===== src/rtl/axi_inf_write_burst_scheduler_if.sv =====
// Handshake bundle between the frame controller, the burst scheduler and the write state core.
// The master modport is the scheduler's view.
interface axi_inf_write_burst_scheduler_if #(
  parameter int LSIZE = 10,
  parameter int ASIZE = 32,
  parameter int TSIZE = 24
);
  logic             start;
  logic             abort;
  logic [ASIZE-1:0] base_addr;
  logic [TSIZE-1:0] total_beats;
  logic             busy;
  logic             frame_done;
  logic             frame_aborted;
  logic             core_req;
  logic [LSIZE-1:0] core_len;
  logic [ASIZE-1:0] core_addr;
  logic             core_resp;
  logic             core_done;

  modport master (
    input  start, abort, base_addr, total_beats, core_resp, core_done,
    output busy, frame_done, frame_aborted, core_req, core_len, core_addr
  );

  modport slave (
    output start, abort, base_addr, total_beats, core_resp, core_done,
    input  busy, frame_done, frame_aborted, core_req, core_len, core_addr
  );
endinterface


===== src/rtl/axi_inf_write_burst_scheduler.sv =====
// Splits one frame write into AXI INCR bursts (<= BURST_MAX beats, never crossing 4 KB)
// and hands them to the write state core one at a time.
//   state  | meaning
//   IDLE   | waiting for start
//   CALC   | compute next burst length
//   REQ    | core_req high until core_resp
//   WAIT   | waiting for core_done, then advance addr/rem
//   FINISH | one-cycle frame_done
module axi_inf_write_burst_scheduler #(
  parameter int LSIZE          = 10,
  parameter int ASIZE          = 32,
  parameter int TSIZE          = 24,
  parameter int BURST_MAX      = 64,
  parameter int BYTES_PER_BEAT = 32
) (
  input logic axi_aclk,
  input logic axi_reset,
  axi_inf_write_burst_scheduler_if.master bus
);

  localparam int BSHIFT = $clog2(BYTES_PER_BEAT);
  localparam int CW     = (TSIZE > 13) ? TSIZE : 13;

  typedef enum logic [2:0] {IDLE, CALC, REQ, WAIT, FINISH} state_t;

  state_t           state, state_next;
  logic [ASIZE-1:0] addr;
  logic [TSIZE-1:0] rem;
  logic [LSIZE-1:0] len;
  logic             abort_flag;
  logic             aborted;

  logic [12:0]      bnd_beats;
  logic [CW-1:0]    cap;
  logic [CW-1:0]    len_calc;
  logic [TSIZE-1:0] rem_after;
  logic             abort_eff;
  logic             busy_int;

  always_comb begin
    bnd_beats = (13'd4096 - {1'b0, addr[11:0]}) >> BSHIFT;
    cap       = (CW'(bnd_beats) < CW'(BURST_MAX)) ? CW'(bnd_beats) : CW'(BURST_MAX);
    len_calc  = (CW'(rem) < cap) ? CW'(rem) : cap;
    rem_after = rem - TSIZE'(len);
    // an abort arriving on the same cycle as core_done still stops further bursts
    abort_eff = abort_flag | bus.abort;
    busy_int  = (state == CALC) || (state == REQ) || (state == WAIT);
  end

  always_ff @(posedge axi_aclk or posedge axi_reset) begin
    if (axi_reset) state <= IDLE;
    else           state <= state_next;
  end

  always_comb begin
    state_next = state;
    case (state)
      IDLE:    if (bus.start) state_next = (bus.total_beats == '0) ? FINISH : CALC;
      CALC:    state_next = REQ;
      REQ:     if (bus.core_resp) state_next = WAIT;
      WAIT:    if (bus.core_done) state_next = ((rem_after == '0) || abort_eff) ? FINISH : CALC;
      FINISH:  state_next = IDLE;
      default: state_next = IDLE;
    endcase
  end

  always_ff @(posedge axi_aclk or posedge axi_reset) begin
    if (axi_reset) begin
      addr       <= '0;
      rem        <= '0;
      len        <= '0;
      abort_flag <= 1'b0;
      aborted    <= 1'b0;
    end else begin
      if (busy_int && bus.abort) abort_flag <= 1'b1;
      case (state)
        IDLE: if (bus.start) begin
          addr    <= bus.base_addr & ~ASIZE'(BYTES_PER_BEAT - 1);
          rem     <= bus.total_beats;
          aborted <= 1'b0;
        end
        CALC: len <= LSIZE'(len_calc);
        WAIT: if (bus.core_done) begin
          addr    <= addr + (ASIZE'(len) << BSHIFT);
          rem     <= rem_after;
          aborted <= abort_eff && (rem_after != '0);
        end
        FINISH: abort_flag <= 1'b0;
        default: ;
      endcase
    end
  end

  assign bus.busy          = busy_int;
  assign bus.core_req      = (state == REQ);
  assign bus.frame_done    = (state == FINISH);
  assign bus.frame_aborted = (state == FINISH) && aborted;
  assign bus.core_len      = len;
  assign bus.core_addr     = addr;

endmodule


===== src/flat_wrapper.sv =====
// flat-port wrapper written by rule: the top's interface ports become plain ports
module axi_inf_write_burst_scheduler_flat 
#(
  parameter int LSIZE          = 10,
  parameter int ASIZE          = 32,
  parameter int TSIZE          = 24,
  parameter int BURST_MAX      = 64,
  parameter int BYTES_PER_BEAT = 32
)
  (axi_aclk, axi_reset, bus_start, bus_abort, bus_base_addr, bus_total_beats, bus_core_resp, bus_core_done, bus_busy, bus_frame_done, bus_frame_aborted, bus_core_req, bus_core_len, bus_core_addr);
  axi_inf_write_burst_scheduler_if #(.LSIZE(LSIZE), .ASIZE(ASIZE), .TSIZE(TSIZE)) bus_i ();
  input logic axi_aclk;
  input logic axi_reset;
  input wire logic [$bits(bus_i.start)-1:0] bus_start;
  input wire logic [$bits(bus_i.abort)-1:0] bus_abort;
  input wire logic [$bits(bus_i.base_addr)-1:0] bus_base_addr;
  input wire logic [$bits(bus_i.total_beats)-1:0] bus_total_beats;
  input wire logic [$bits(bus_i.core_resp)-1:0] bus_core_resp;
  input wire logic [$bits(bus_i.core_done)-1:0] bus_core_done;
  output wire logic [$bits(bus_i.busy)-1:0] bus_busy;
  output wire logic [$bits(bus_i.frame_done)-1:0] bus_frame_done;
  output wire logic [$bits(bus_i.frame_aborted)-1:0] bus_frame_aborted;
  output wire logic [$bits(bus_i.core_req)-1:0] bus_core_req;
  output wire logic [$bits(bus_i.core_len)-1:0] bus_core_len;
  output wire logic [$bits(bus_i.core_addr)-1:0] bus_core_addr;
  assign bus_i.start = bus_start;
  assign bus_i.abort = bus_abort;
  assign bus_i.base_addr = bus_base_addr;
  assign bus_i.total_beats = bus_total_beats;
  assign bus_i.core_resp = bus_core_resp;
  assign bus_i.core_done = bus_core_done;
  assign bus_busy = bus_i.busy;
  assign bus_frame_done = bus_i.frame_done;
  assign bus_frame_aborted = bus_i.frame_aborted;
  assign bus_core_req = bus_i.core_req;
  assign bus_core_len = bus_i.core_len;
  assign bus_core_addr = bus_i.core_addr;
  axi_inf_write_burst_scheduler #(.LSIZE(LSIZE), .ASIZE(ASIZE), .TSIZE(TSIZE), .BURST_MAX(BURST_MAX), .BYTES_PER_BEAT(BYTES_PER_BEAT)) u_core (.axi_aclk(axi_aclk), .axi_reset(axi_reset), .bus(bus_i));
endmodule

===== config.mk =====
export PLATFORM = sky130hd
export DESIGN_NAME = axi_inf_write_burst_scheduler_flat
export DESIGN_NICKNAME = d
export VERILOG_FILES = /design/src/rtl/axi_inf_write_burst_scheduler_if.sv /design/src/rtl/axi_inf_write_burst_scheduler.sv /design/src/flat_wrapper.sv
export SDC_FILE = /design/constraint.sdc
export NUM_CORES = 1
export LEC_CHECK = 0
export CAP_MARGIN = 10
export CORE_UTILIZATION = 54
export CTS_BUF_LIST = sky130_fd_sc_hd__clkbuf_8
export DETAILED_ROUTE_END_ITERATION = 7
export PLACE_DENSITY = 0.93
export SLEW_MARGIN = 20
export SYNTH_ARGS = -nofsm -noshare
export SYNTH_HDL_FRONTEND = slang
export SYNTH_SLANG_ARGS = --single-unit

===== constraint.sdc =====
create_clock -name axi_aclk -period 5.65 [get_ports axi_aclk]
set_input_delay 0.565 -clock axi_aclk [delete_from_list [all_inputs] [get_ports axi_aclk]]
set_output_delay 0.565 -clock axi_aclk [all_outputs]
set_load 0.01 [all_outputs]

Word level (Yosys, flattened, before mapping). Cells that the tools add are included.

Latch bits: 0. Logic and storage cells: 52. Memory bits (writable): 0. Register bits after elaboration: 71. Bits in read-only memories: 0. Memories kept: 0. Output and inout bits: 46. Input port bits: 62.

Add/subtract/negate cells: 3. Magnitude comparators: 2. Mux-type cells: 19. Equality and inequality tests: 7. Shifts and indexed selects: 0. Reduce and logical (&&, ||, !) cells: 14. $mul: 0. Div/mod/pow operators: 0. Bitwise logic cells: 1.

Operators by type and width (number): 2-to-1 mux 32 bit (2); case mux 32 bit (2 select lines) (1); logical NOT 24 bit (2); 2-to-1 mux 24 bit (2); case mux 24 bit (2 select lines) (1); adder 32 x 15 -> 32 bit (1); less-than comparator 24 x 8 -> 1 bit (1); nonzero test 24 bit (1); subtractor 24 x 10 -> 24 bit (1); 2-to-1 mux 3 bit (5); subtractor 13 x 12 -> 13 bit, first input constant (1); case mux 3 bit (4 select lines) (1); 2-to-1 mux 10 bit (1); less-than comparator 8 x 7 -> 1 bit, second input constant (1); 2-to-1 mux 8 bit (1); == test 3 x 2 -> 1 bit, second input constant (2); != test 2 bit, second input constant (3); AND reduction 3 bit (2); 2-to-1 mux 1 bit (4); nonzero test 2 bit (2); == test 3 x 1 -> 1 bit, second input constant (1); == test 3 bit, second input constant (1); logical AND 1 bit (3); logical NOT 3 bit (1); other kinds (3) (5).

Logic depth before layout (Yosys ltp).
Depth after elaboration: 6. Depth in mapped cells: 13. Mapped depth without buffers: 13.

Least setup slack after synthesis. Ideal clock, no wire load.

Path type: flip-flop to flip-flop. From: reg u_core.addr[6] (netlist: u_core.bus.core_addr[6]). To: reg u_core.len[1] (netlist: u_core.bus.core_len[1]). Path buffers: 0. Slack: 2.488 ns. Stages on the path, launching flop included: 13. Required time: 5.525 ns. Period minus slack after synthesis: 3.162 ns. Setup time: 0.125 ns. Data arrival time: 3.037 ns. Path through: dfrtp_1 > inv_1 > ha_1 > nand2_2 > nor3_4 > mux2_2 > nand2_1 > ha_1 > a21o_1 > a21o_2 > a2111oi_4 > mux2i_1 > mux2_2.

Cells in the longest elaborated chain, start to end: 5.

RTL lines: start: declaration (line axi_inf_write_burst_scheduler.sv:27) `logic [ASIZE-1:0] addr;`; start signal: assignment (line axi_inf_write_burst_scheduler.sv:78) `addr <= bus.base_addr & ~ASIZE'(BYTES_PER_BEAT - 1);`; start signal: assignment (line axi_inf_write_burst_scheduler.sv:84) `addr <= addr + (ASIZE'(len) << BSHIFT);`; subtractor 13 x 12 -> 13 bit * (line axi_inf_write_burst_scheduler.sv:41) `bnd_beats = (13'd4096 - {1'b0, addr[11:0]}) >> BSHIFT;`; less-than comparator 8 x 7 -> 1 bit (line axi_inf_write_burst_scheduler.sv:42) `cap = (CW'(bnd_beats) < CW'(BURST_MAX)) ? CW'(bnd_beats) : CW'(BURST_MAX);`; 2-to-1 mux 8 bit * (line axi_inf_write_burst_scheduler.sv:42); less-than comparator 24 x 8 -> 1 bit (line axi_inf_write_burst_scheduler.sv:43) `len_calc = (CW'(rem) < cap) ? CW'(rem) : cap;`; 2-to-1 mux 10 bit * (line axi_inf_write_burst_scheduler.sv:43); end signal: assignment (line axi_inf_write_burst_scheduler.sv:82) `CALC: len <= LSIZE'(len_calc);`; end: declaration (line axi_inf_write_burst_scheduler.sv:29) `logic [LSIZE-1:0] len;`.

Mark *: on every way between the ends. The rest lies on a longest branch, timed or not. A chain may end at the register's enable or synchronous reset.

Worst setup path after layout.
From: reg u_core.addr[6] (netlist: u_core.bus.core_addr[6]). To: reg u_core.len[4] (netlist: u_core.bus.core_len[4]).

The elaborated chain is that of the path after synthesis.

==> results.ini <==
[outcome]
status=finished clean

[clock_tree]
cts_hold_buf=0
cts_tree=yes
clk_latency_ps=360
cts_buffers=9
cts_buffer_depth=2
cts_resized=0
numClockSinks=66
clk_pin_slew_ps=80
root_buffer=clkbuf_8
cts_setup_buffers=0
cts_max_level=3

[drt]
drt.antenna.violating_nets=0
wl_mm=16.2
wl_per_cell_um=18.9
first_pass_iters=5
drc_errors=0
viasPerCell=6.50
routed-via-count=5561
drt-initial-drc-count=497

[worst_setup_path]
cp-start-kind=register
cp.required_ps=5890
cp-end-kind=register
crit_path_start=u_core.bus.core_addr[6]
r2r_start=u_core.bus.core_addr[6]
cp_data_arrival_time_ps=3820
r2r_end=u_core.bus.core_len[4]
cp_max_fo=10
path_class=reg2reg
crit_path_end=u_core.bus.core_len[4]
reg2regPathDepth=13
r2r_setup_slack_ps=2070

[timing]
period_minus_slack_ps=3580
period_share_pct=63.4
rsz0062_at_grt=no
fin_skew_ps=15.1
tns_ps=0
timing.fmax_ghz=0.279
hold_viol_final=0
holdWs_ps=521
slew_violations=0
max-slew-margin-rel_pct=30.7
setup-violations-final=0
tightestPinTransition_ps=1040

[synth]
async_flop_share_pct=100
yosysWarnings=0
synth_top_area_share_pct=31.7
avgSynthCellArea_um2=8.10
synth_most_common_cell=nor2_1
yosysUniqueCellTypes=76
synth_area_leaders=dfrtp_1, ha_1, a21oi_1
synth-seq-area-share_pct=31.7
synth_common_cells=nor2_1, dfrtp_1, a21oi_1, nand2_1, o21ai_0
ys_seq_elements=66
syn_inst=643
synth_top_cell_by_area=dfrtp_1
synth_edf_count=0
synth_ff_type=dfrtp_1
syn_area_um2=5210

[pwr]
power.leakage_uw=0.00259
p_per_area_nw_per_um2=601
clkPwrFrac_pct=9.5
sw_frac_of_total_pct=50.4
power.internal_uw=1920
pwr-share-seq_pct=26.7
switching_power_uw=1940
pwr-share-comb_pct=63.8
peakVddDrop_mv=0.261

[placed_design]
dp.cells=839
hpwl_mm=11.7
port_buffers=97
gp_congestion=0.953
place_area_um2=6240

[final_layout]
layout.nets=814
fill_cells=729
num_antenna_cells=0
final_cell_count_no_fill=855
drive_above_1_share_pct=6.47
area_growth_pct=23.1
design_area_um2=6410

[global_routing]
grt_pass1_wl_mm=25.7
antenna_found_initial=0
grt_usage_pct=32.5
grt_pass1_vias=5235
grt_start_max_net_pins=67
grt_overflow=0

[floorplan]
die-height_um=100
ios=108
fp.dieW_um=100
core_area_um2=9280
start_util_pct=56.1
rows=35
die_area_um2=10000

[hold_path]
min_path_type=reg2reg

[job]
maxCapViolations=0

## critical path: stages (launching register included)
cell and delay [ps]:
dfrtp_1 430, inv_1 180, ha_1 210, nand2_2 80, nor3_4 160, mux2_2 430, nand2_1 120, ha_1 280
a21o_1 190, a31oi_1 150, o21ai_1 120, a2111oi_4 630, mux2i_1 180, mux2_2 300
## layout make-up
| cell class | count | area (um^2) | share of cell area, % |
|---|---|---|---|
| multi-input combinational | 518 | 3330 | 51.9 |
| sequential | 66 | 1650 | 25.7 |
| timing repair buffer | 103 | 1020 | 15.8 |
| tap | 129 | 161 | 2.52 |
| clock buffer | 9 | 124 | 1.93 |
| inverter | 23 | 86.3 | 1.35 |
| clock inverter | 7 | 47.5 | 0.741 |
## worst min path at each step
stage / startpoint / to / slack (ps) / cells after the start
5_1_grt: u_core.abort_flag / u_core.abort_flag / 550 / 2
2_1_floorplan: u_core.aborted / u_core.aborted / 460 / 2
4_1_cts: u_core.rem[9] / u_core.rem[9] / 520 / 2
6_report: u_core.abort_flag / u_core.abort_flag / 520 / 2
3_5_place_dp: u_core.aborted / u_core.aborted / 490 / 2
3_3_place_gp: u_core.rem[9] / u_core.rem[9] / 490 / 2
## cell usage in the layout (no fill, tap or decap), types with 5 or more instances in the layout
| master | count |
|---|---|
| nand3_1 | 24 |
| o21a_1 | 8 |
| nor2b_1 | 6 |
| nor4_1 | 14 |
| mux2i_1 | 11 |
| clkdlybuf4s50_1 | 97 |
| a211oi_1 | 16 |
| and2_1 | 5 |
| o21ai_0 | 35 |
| xor2_1 | 7 |
| conb_1 | 6 |
| inv_1 | 23 |
| a22oi_1 | 7 |
| nor2_1 | 71 |
| clkbuf_8 | 9 |
| ha_1 | 29 |
| a21oi_1 | 58 |
| nand2b_1 | 6 |
| nand4_1 | 6 |
| o21ai_1 | 6 |
| and3_1 | 10 |
| a21o_1 | 6 |
| nor3_1 | 13 |
| xnor2_1 | 14 |
| mux2_2 | 6 |
| nand2_1 | 58 |
| dfrtp_1 | 66 |
| buf_4 | 6 |
| a31oi_1 | 12 |
## kinds of logic after synthesis
kind of cell    Yosys count  share of synthesized area (%)
simple gates            250                           24.4
compound gates          193                           24.1
flops                    66                           31.7
buf+inv                  63                           5.04
fa+ha+maj                31                           7.73
xor+xnor                 21                           3.53
mux                      17                           3.41
other cells               2                          0.144
## per-layer routing
metal  wire length [um]  vias to the layer above  global-route usage (%)  share of wire [%]
li1                   -                     2517                       -                  -
met4                491                        0                    12.9                3.0
met5                  0                        -                       0                  0
met3               1540                       48                    5.22                9.5
met1               6540                     2645                    42.6                 40
met2               7640                      351                    53.6                 47
## through the flow
stage | setup slack (ps) | util [%] | total power [uW]
floorplan | 2490 | - | 2630
detailed placement | 2110 | 67.3 | 3420
global route | 1850 | 69.1 | 4120
global placement | 2340 | 67.3 | 3280
CTS | 2110 | 69.1 | 3800
finish | 2070 | 69.1 | 3860
## sequential cells by signal, summed over array words and instances (netlist names)
name	count
u_core.abort_flag	1
u_core.aborted	1
u_core.bus.core_addr	27
u_core.bus.core_len	10
u_core.rem	24
u_core.state	3
## power by group through the flow
stage                     clock [uW]  sequential [uW]  combinational (uW)
after floorplan                    0              940                1690
after global placement             0             1000                2270
after detailed placement           0             1020                2400
after CTS                        363             1010                2420
after global routing             383             1050                2690
final                            366             1030                2460
Power figures use the tool's default switching activity.
